File: src/rtl/dmem_pkg.sv
// Shared data-memory definitions: default geometry and the access-controller state encoding.
// Both the memory model and the controller import this so their widths agree.
package dmem_pkg;

  localparam int DATA_W      = 24;
  localparam int ADDR_W      = 24;
  localparam int DEPTH       = 24;
  localparam int WAIT_CNT_W  = 4;

  typedef enum logic [1:0] {
    IDLE   = 2'd0,
    ACCESS = 2'd1,
    RESP   = 2'd2
  } state_t;

endpackage : dmem_pkg

File: src/rtl/dmem_access_ctrl_if.sv
// Request/response handshake plus memory pins between the execute stage, the controller and the memory.
// slave = the controller side, master = the execute stage / memory side.
interface dmem_access_ctrl_if #(
  parameter int DATA_W = dmem_pkg::DATA_W,
  parameter int ADDR_W = dmem_pkg::ADDR_W
);

  logic              ReqValid;
  logic              ReqReady;
  logic              ReqWrite;
  logic [ADDR_W-1:0] ReqAddr;
  logic [DATA_W-1:0] ReqWData;

  logic              RspValid;
  logic              RspReady;
  logic [DATA_W-1:0] RspRData;
  logic              RspErr;

  logic [ADDR_W-1:0] MemAddress;
  logic [DATA_W-1:0] MemWriteData;
  logic              MemWrite;
  logic [DATA_W-1:0] MemData;

  modport slave (
    input  ReqValid, ReqWrite, ReqAddr, ReqWData, RspReady, MemData,
    output ReqReady, RspValid, RspRData, RspErr, MemAddress, MemWriteData, MemWrite
  );

  modport master (
    output ReqValid, ReqWrite, ReqAddr, ReqWData, RspReady, MemData,
    input  ReqReady, RspValid, RspRData, RspErr, MemAddress, MemWriteData, MemWrite
  );

endinterface : dmem_access_ctrl_if

File: src/rtl/dmem_access_ctrl.sv
// CPU-side initiator for the data memory: accepts one load/store at a time, holds the
// address for WAIT_CYCLES+1 cycles, samples the combinational read data and returns a response.
//
// state  | meaning
// IDLE   | ready for a request (ReqReady=1)
// ACCESS | address driven to memory; MemWrite only in the first cycle; wait counter running
// RESP   | response held on the Rsp channel until RspReady
module dmem_access_ctrl
  import dmem_pkg::*;
#(
  parameter int DATA_W      = dmem_pkg::DATA_W,
  parameter int ADDR_W      = dmem_pkg::ADDR_W,
  parameter int DEPTH       = dmem_pkg::DEPTH,
  parameter int WAIT_CYCLES = 1
) (
  input  logic                Clk,
  input  logic                Rst_n,
  dmem_access_ctrl_if.slave   bus
);

  localparam logic [ADDR_W-1:0]     DEPTH_LIM = ADDR_W'(DEPTH);
  localparam logic [WAIT_CNT_W-1:0] WAIT_LD   = WAIT_CNT_W'(WAIT_CYCLES);

  state_t              state_q, state_d;
  logic [WAIT_CNT_W-1:0] cnt_q, cnt_d;
  logic                wr_q, wr_d;
  logic                rsp_valid_q, rsp_valid_d;
  logic [DATA_W-1:0]   rsp_rdata_q, rsp_rdata_d;
  logic                rsp_err_q, rsp_err_d;
  logic [ADDR_W-1:0]   mem_addr_q, mem_addr_d;
  logic [DATA_W-1:0]   mem_wdata_q, mem_wdata_d;
  logic                mem_write_q, mem_write_d;

  logic                req_ready;
  logic                addr_bad;

  // Full-width unsigned compare so high address bits can never alias into range.
  assign addr_bad  = (bus.ReqAddr >= DEPTH_LIM);
  assign req_ready = (state_q == IDLE);

  always_ff @(posedge Clk or negedge Rst_n) begin
    if (!Rst_n) begin
      state_q     <= IDLE;
      cnt_q       <= '0;
      wr_q        <= 1'b0;
      rsp_valid_q <= 1'b0;
      rsp_rdata_q <= '0;
      rsp_err_q   <= 1'b0;
      mem_addr_q  <= '0;
      mem_wdata_q <= '0;
      mem_write_q <= 1'b0;
    end else begin
      state_q     <= state_d;
      cnt_q       <= cnt_d;
      wr_q        <= wr_d;
      rsp_valid_q <= rsp_valid_d;
      rsp_rdata_q <= rsp_rdata_d;
      rsp_err_q   <= rsp_err_d;
      mem_addr_q  <= mem_addr_d;
      mem_wdata_q <= mem_wdata_d;
      mem_write_q <= mem_write_d;
    end
  end

  always_comb begin
    state_d     = state_q;
    cnt_d       = cnt_q;
    wr_d        = wr_q;
    rsp_valid_d = rsp_valid_q;
    rsp_rdata_d = rsp_rdata_q;
    rsp_err_d   = rsp_err_q;
    mem_addr_d  = mem_addr_q;
    mem_wdata_d = mem_wdata_q;
    mem_write_d = 1'b0;

    unique case (state_q)
      IDLE: begin
        if (bus.ReqValid) begin
          wr_d        = bus.ReqWrite;
          mem_wdata_d = bus.ReqWData;
          if (addr_bad) begin
            // Error path never touches the memory pins except WriteData.
            state_d     = RESP;
            rsp_valid_d = 1'b1;
            rsp_err_d   = 1'b1;
            rsp_rdata_d = '0;
          end else begin
            state_d     = ACCESS;
            cnt_d       = WAIT_LD;
            mem_addr_d  = bus.ReqAddr;
            mem_write_d = bus.ReqWrite;
          end
        end
      end

      ACCESS: begin
        if (cnt_q == '0) begin
          state_d     = RESP;
          rsp_valid_d = 1'b1;
          rsp_err_d   = 1'b0;
          rsp_rdata_d = wr_q ? '0 : bus.MemData;
        end else begin
          cnt_d = cnt_q - 1'b1;
        end
      end

      RESP: begin
        if (bus.RspReady) begin
          state_d     = IDLE;
          rsp_valid_d = 1'b0;
        end
      end

      default: begin
        state_d     = IDLE;
        rsp_valid_d = 1'b0;
      end
    endcase
  end

  assign bus.ReqReady     = req_ready;
  assign bus.RspValid     = rsp_valid_q;
  assign bus.RspRData     = rsp_rdata_q;
  assign bus.RspErr       = rsp_err_q;
  assign bus.MemAddress   = mem_addr_q;
  assign bus.MemWriteData = mem_wdata_q;
  assign bus.MemWrite     = mem_write_q;

endmodule : dmem_access_ctrl

File: src/flat_wrapper.sv
// flat-port wrapper written by rule: the top's interface ports become plain ports
module dmem_access_ctrl_flat import dmem_pkg::*;
#(
  parameter int DATA_W      = dmem_pkg::DATA_W,
  parameter int ADDR_W      = dmem_pkg::ADDR_W,
  parameter int DEPTH       = dmem_pkg::DEPTH,
  parameter int WAIT_CYCLES = 1
)
  (Clk, Rst_n, bus_ReqValid, bus_ReqWrite, bus_ReqAddr, bus_ReqWData, bus_RspReady, bus_MemData, bus_ReqReady, bus_RspValid, bus_RspRData, bus_RspErr, bus_MemAddress, bus_MemWriteData, bus_MemWrite);
  dmem_access_ctrl_if #(.DATA_W(DATA_W), .ADDR_W(ADDR_W)) bus_i ();
  input  logic Clk;
  input  logic Rst_n;
  input wire logic [$bits(bus_i.ReqValid)-1:0] bus_ReqValid;
  input wire logic [$bits(bus_i.ReqWrite)-1:0] bus_ReqWrite;
  input wire logic [$bits(bus_i.ReqAddr)-1:0] bus_ReqAddr;
  input wire logic [$bits(bus_i.ReqWData)-1:0] bus_ReqWData;
  input wire logic [$bits(bus_i.RspReady)-1:0] bus_RspReady;
  input wire logic [$bits(bus_i.MemData)-1:0] bus_MemData;
  output wire logic [$bits(bus_i.ReqReady)-1:0] bus_ReqReady;
  output wire logic [$bits(bus_i.RspValid)-1:0] bus_RspValid;
  output wire logic [$bits(bus_i.RspRData)-1:0] bus_RspRData;
  output wire logic [$bits(bus_i.RspErr)-1:0] bus_RspErr;
  output wire logic [$bits(bus_i.MemAddress)-1:0] bus_MemAddress;
  output wire logic [$bits(bus_i.MemWriteData)-1:0] bus_MemWriteData;
  output wire logic [$bits(bus_i.MemWrite)-1:0] bus_MemWrite;
  assign bus_i.ReqValid = bus_ReqValid;
  assign bus_i.ReqWrite = bus_ReqWrite;
  assign bus_i.ReqAddr = bus_ReqAddr;
  assign bus_i.ReqWData = bus_ReqWData;
  assign bus_i.RspReady = bus_RspReady;
  assign bus_i.MemData = bus_MemData;
  assign bus_ReqReady = bus_i.ReqReady;
  assign bus_RspValid = bus_i.RspValid;
  assign bus_RspRData = bus_i.RspRData;
  assign bus_RspErr = bus_i.RspErr;
  assign bus_MemAddress = bus_i.MemAddress;
  assign bus_MemWriteData = bus_i.MemWriteData;
  assign bus_MemWrite = bus_i.MemWrite;
  dmem_access_ctrl #(.DATA_W(DATA_W), .ADDR_W(ADDR_W), .DEPTH(DEPTH), .WAIT_CYCLES(WAIT_CYCLES)) u_core (.Clk(Clk), .Rst_n(Rst_n), .bus(bus_i));
endmodule
File: config.mk
export PLATFORM = sky130hd
export DESIGN_NAME = dmem_access_ctrl_flat
export DESIGN_NICKNAME = d
export VERILOG_FILES = /design/src/rtl/dmem_pkg.sv /design/src/rtl/dmem_access_ctrl_if.sv /design/src/rtl/dmem_access_ctrl.sv /design/src/flat_wrapper.sv
export SDC_FILE = /design/constraint.sdc
export NUM_CORES = 1
export LEC_CHECK = 0
export ABC_AREA = 1
export CAP_MARGIN = 25
export CELL_PAD_IN_SITES_DETAIL_PLACEMENT = 1
export CELL_PAD_IN_SITES_GLOBAL_PLACEMENT = 2
export CORE_MARGIN = 4
export CORE_UTILIZATION = 21
export CTS_BUF_LIST = sky130_fd_sc_hd__clkbuf_4 sky130_fd_sc_hd__clkbuf_8
export CTS_CLUSTER_SIZE = 14
export DETAILED_ROUTE_END_ITERATION = 8
export PLACE_DENSITY = 0.79
export SKIP_CTS_REPAIR_TIMING = 1
export SYNTH_ARGS = -nofsm -noshare
export SYNTH_HDL_FRONTEND = slang
export SYNTH_SLANG_ARGS = --single-unit
File: constraint.sdc
create_clock -name Clk -period 1.25 [get_ports Clk]
set_clock_uncertainty 0.1 [all_clocks]
set_input_delay 0.125 -clock Clk [delete_from_list [all_inputs] [get_ports Clk]]
set_output_delay 0.125 -clock Clk [all_outputs]
set_load 0.05 [all_outputs]
==> results.txt <==
----------------------------------------------------
[Critical path]
  Arrival @ worst endpoint ... 1.66 ns
  Max Fanout on Critical Path ... 7
  Type of element launching the critical path ... register
  Classification of the worst setup path ... reg -> reg
  CP dominant cell by count ... sky130_fd_sc_hd__nand2_8
  Worst path bufs/invs ... 0
  Critical Path, Cell by Cell ... nor2_4, nand2_4, nand2_8, o21a_4, nand2_8, nand2_2, o21ai_2
  Crit-path slowest cell ... sky130_fd_sc_hd__dfrtp_2
  Required time at the endpoint of the critical path ... 1.40 ns
  Endpoint kind of the worst setup timing path ... register
  Worst stage delay on the critical path ... 0.45 ns
  Top cell family by delay on the critical path ... simple AND/OR/NAND/NOR gates

[Yosys]
  Library cells used by synthesis ... 26
  Top cells by count, synth ... 183 x sky130_fd_sc_hd__nand2_1, 82 x sky130_fd_sc_hd__dfrtp_1, 31 x sky130_fd_sc_hd__inv_1, 31 x sky130_fd_sc_hd__nor2_1
  Gate count after technology mapping ... 366
  Yosys warning count ... 0
  Ys flop type ... sky130_fd_sc_hd__dfrtp_1
  Area share of the largest cell type after synthesis ... 0.623
  Average cell area after synthesis ... 9.00 sq um
  Biggest area consumer among synthesized cells ... sky130_fd_sc_hd__dfrtp_1
  Synth Net Count ... ~450
  Post-synthesis async set-or-reset flop share ... 1.00
  Sequential-to-total area share from yosys stat ... 0.623
  Library cell with the highest instance count after synthesis ... sky130_fd_sc_hd__nand2_1
  Number of storage elements in the synthesis netlist ... 82
  Top area cells in the synthesized netlist ... sky130_fd_sc_hd__dfrtp_1 62%, sky130_fd_sc_hd__nand2_1 21%, sky130_fd_sc_hd__inv_1 3.5%
  Netlist area before placement ... roughly 3300 sq um
  EDFF count, synth ... 0

[Clock tree]
  Clock transition at the registers of the reported paths ... 0.08 ns
  Clock Root Buffer ... sky130_fd_sc_hd__clkbuf_8
  Clock H-tree levels ... 3
  Sinks on the clock net ... a little over 80
  Number of buffers between clock root and the deepest sink ... 2
  Number of buffers added by the clock tree synthesis step ... 9
  Clock tree from TritonCTS ... yes
  Worst-Skew Late Latency ... 0.36 ns

[Die]
  Die outline area ... 17800 sq um
  Core box area ... 15300 sq um
  Chip width ... 133 microns
  Num ports ... between 150 and 200
  Count of standard-cell rows ... 45
  Die height ... 133 microns
  Effective utilization at floorplan ... 0.215

[Route]
  Detailed router's first-iteration violation count ... 53
  Detailed Route WL ... 12.2 mm
  Remaining routing DRC violations ... 0
  Pre-antenna DRT Iters ... 4
  Count of antenna-violating nets left after detailed routing ... 0
  DR vias ... 3118
  Avg Vias per Cell ... 3.99
  Mean routed wirelength per cell ... 15.6 microns

[Run]
  Maximum capacitance violations ... 0

[Pwr]
  Power density over cell area ... between 2000 and 2500 nW/um^2
  Total power consumption of the routed design ... between 15 and 20 mW
  Leak ... 3.60 nW
  Worst IR drop on VDD ... 0.00106 V

[STA]
  Period Utilization, post-route ... 1.20
  Setup repair after global routing missed its margin ... yes
  Measured slew at the worst slew-check pin ... about 0.48 ns
  Total of endpoints with negative setup slack in the final report ... 83
  Min setup slack post-route ... -0.254 ns
  F_max ... 665 MHz
  Slew Limit Fails ... 0
  Total negative slack for setup checks ... -16.48 ns
  Final period demand of the worst path ... roughly 1.5 ns
  Hold violation total from the final report ... 0
  Normalized max-slew margin ... 0.682

[Placed design]
  Gp weighted congestion ... 0.682
  Buffers added on ports ... between 150 and 200
  Total half-perimeter wirelength after legalization and detailed placement ... 7.77 mm
  Placed standard-cell area ... 6020 sq um

[Final layout]
  Number of nets in the final layout ... roughly 640
  Summed area of non-filler cells in the final layout ... slightly above 7000 sq um
  Share of final-layout standard cells stronger than drive strength 1 ... 0.505
  Antenna cell count ... 0
  Filler instances ... 1626
  Area growth syn-to-layout ... 119%

[Global routing]
  Wire length of the first global-routing pass ... between 15 and 20 mm
  Grt met1 use ... 0.137
  Grt total ovfl ... 0
  Antenna violations before repair ... 0
  Met3 track demand over resource ... 0.0465
  Pin count of the biggest net entering global routing ... 83
  GRT Resource Usage Total ... 0.122
  Highest-utilization routing layer at the global route stage ... met2
  Vias in the first global route ... 3326
  Met2 usage ... 0.212

[Status]
  Violated checks ... negative setup slack
  Outcome ... finished with violations

[Hold path]
  Tightest Hold Check Type ... in -> async

----------------------------------------------------
-- routing by layer --
layer / wire length, microns / vias up
li1: - / 1497
met1: 4670 / 1525
met2: 6570 / 85
met3: 780 / 11
met4: 156 / 0
met5: 0 / -
-- metrics by stage --
stage	instances	setup WS (ns)	util	hold slack [ns]
after detailed placement	744	-0.511	0.393	0.100
after floorplan	366	-0.362	-	-0.271
after global placement	744	-0.460	0.393	0.0940
after CTS	760	-0.399	0.408	-0.311
after global routing	781	-0.339	0.472	0.188
final	781	-0.254	0.472	0.203
-- state kept, by name, summed over array words and instances, names as in the netlist --
register	count
u_core.bus.MemAddress	24
u_core.bus.MemWriteData	24
u_core.bus.RspRData	24
u_core.cnt_q	4
u_core.state_q	2
u_core.bus.MemWrite	1
u_core.bus.RspErr	1
u_core.bus.RspValid	1
u_core.wr_q	1
-- final timing paths --
path	slack [ns]	from	end	cells after the start
min in group Clk	0.21	bus_MemData[14]	u_core.bus.RspRData[14]$_DFFE_PN0P_	3
max reg2reg	-0.25	u_core.state_q[0]$_DFFE_PN0P_	u_core.cnt_q[3]$_DFFE_PN0P_	7
min reg2reg	0.44	u_core.bus.MemWriteData[9]$_DFFE_PN0P_	u_core.bus.MemWriteData[9]$_DFFE_PN0P_	2
min	0.20	Rst_n	u_core.bus.MemAddress[6]$_DFFE_PN0P_	3
max	-0.25	u_core.state_q[0]$_DFFE_PN0P_	u_core.cnt_q[3]$_DFFE_PN0P_	7
max in group asynchronous	0.43	Rst_n	u_core.bus.MemWriteData[23]$_DFFE_PN0P_	3
-- worst reg2reg max path: stages, from the launching register on --
cell and delay [ns]:
sky130_fd_sc_hd__dfrtp_2 0.45, sky130_fd_sc_hd__nor2_4 0.21, sky130_fd_sc_hd__nand2_4 0.12, sky130_fd_sc_hd__nand2_8 0.14, sky130_fd_sc_hd__o21a_4 0.17, sky130_fd_sc_hd__nand2_8 0.08, sky130_fd_sc_hd__nand2_2 0.09, sky130_fd_sc_hd__o21ai_2 0.05
-- cell type report --
class | count | area, sq um | area share
flip-flops and latches | 82 | 2060 | 0.285
inverters | 32 | 135 | 0.0187
clock buffers | 12 | 165 | 0.0228
repair buffers | 195 | 2900 | 0.401
well taps | 211 | 264 | 0.0365
clock inverters | 4 | 72.6 | 0.0100
multi-input cells | 245 | 1640 | 0.227
-- power breakdown --
| group | switching, mW | internal [mW] | total, mW | leakage [nW] |
|---|---|---|---|---|
| Sequential | 0.863 | 3.37 | 4.24 | 0.988 |
| Combinational | 4.55 | 4.16 | 8.71 | 2.49 |
| Clock | 0.982 | 1.29 | 2.27 | 0.119 |
-- kinds of logic (layout without fill, tap and decap cells) --
family / Yosys count / count (layout) / synth area share
and+or+nand+nor: 232 / 235 / 0.295
DFF: 82 / 82 / 0.623
buffers and inverters: 42 / 243 / 0.0588
AOI/OAI and AO/OA: 6 / 6 / 0.0102
adders and majority gates: 2 / 2 / 0.00759
xor gates and xnor gates: 2 / 2 / 0.00532
-- layout by cell type, fill, tap and decap left out, types with 2 or more instances in the layout --
master,netlist,layout
sky130_fd_sc_hd__clkbuf_8,0,12
sky130_fd_sc_hd__inv_2,1,4
sky130_fd_sc_hd__clkdlybuf4s50_1,0,75
sky130_fd_sc_hd__dfrtp_2,0,4
sky130_fd_sc_hd__bufinv_16,0,2
sky130_fd_sc_hd__dfrtp_1,82,78
sky130_fd_sc_hd__buf_6,3,5
sky130_fd_sc_hd__nand2_4,2,32
sky130_fd_sc_hd__nand2_8,0,2
sky130_fd_sc_hd__nor2_4,3,8
sky130_fd_sc_hd__nor2_2,2,5
sky130_fd_sc_hd__o21ai_2,0,2
sky130_fd_sc_hd__nor2_1,31,23
sky130_fd_sc_hd__buf_12,0,85
sky130_fd_sc_hd__nand3_4,1,4
sky130_fd_sc_hd__nand2_2,3,84
sky130_fd_sc_hd__xor2_1,2,2
sky130_fd_sc_hd__clkbuf_16,0,8
sky130_fd_sc_hd__nand2_1,183,70
sky130_fd_sc_hd__buf_4,3,20
sky130_fd_sc_hd__inv_1,31,26
Note: power is estimated with default switching activity, not from simulation.
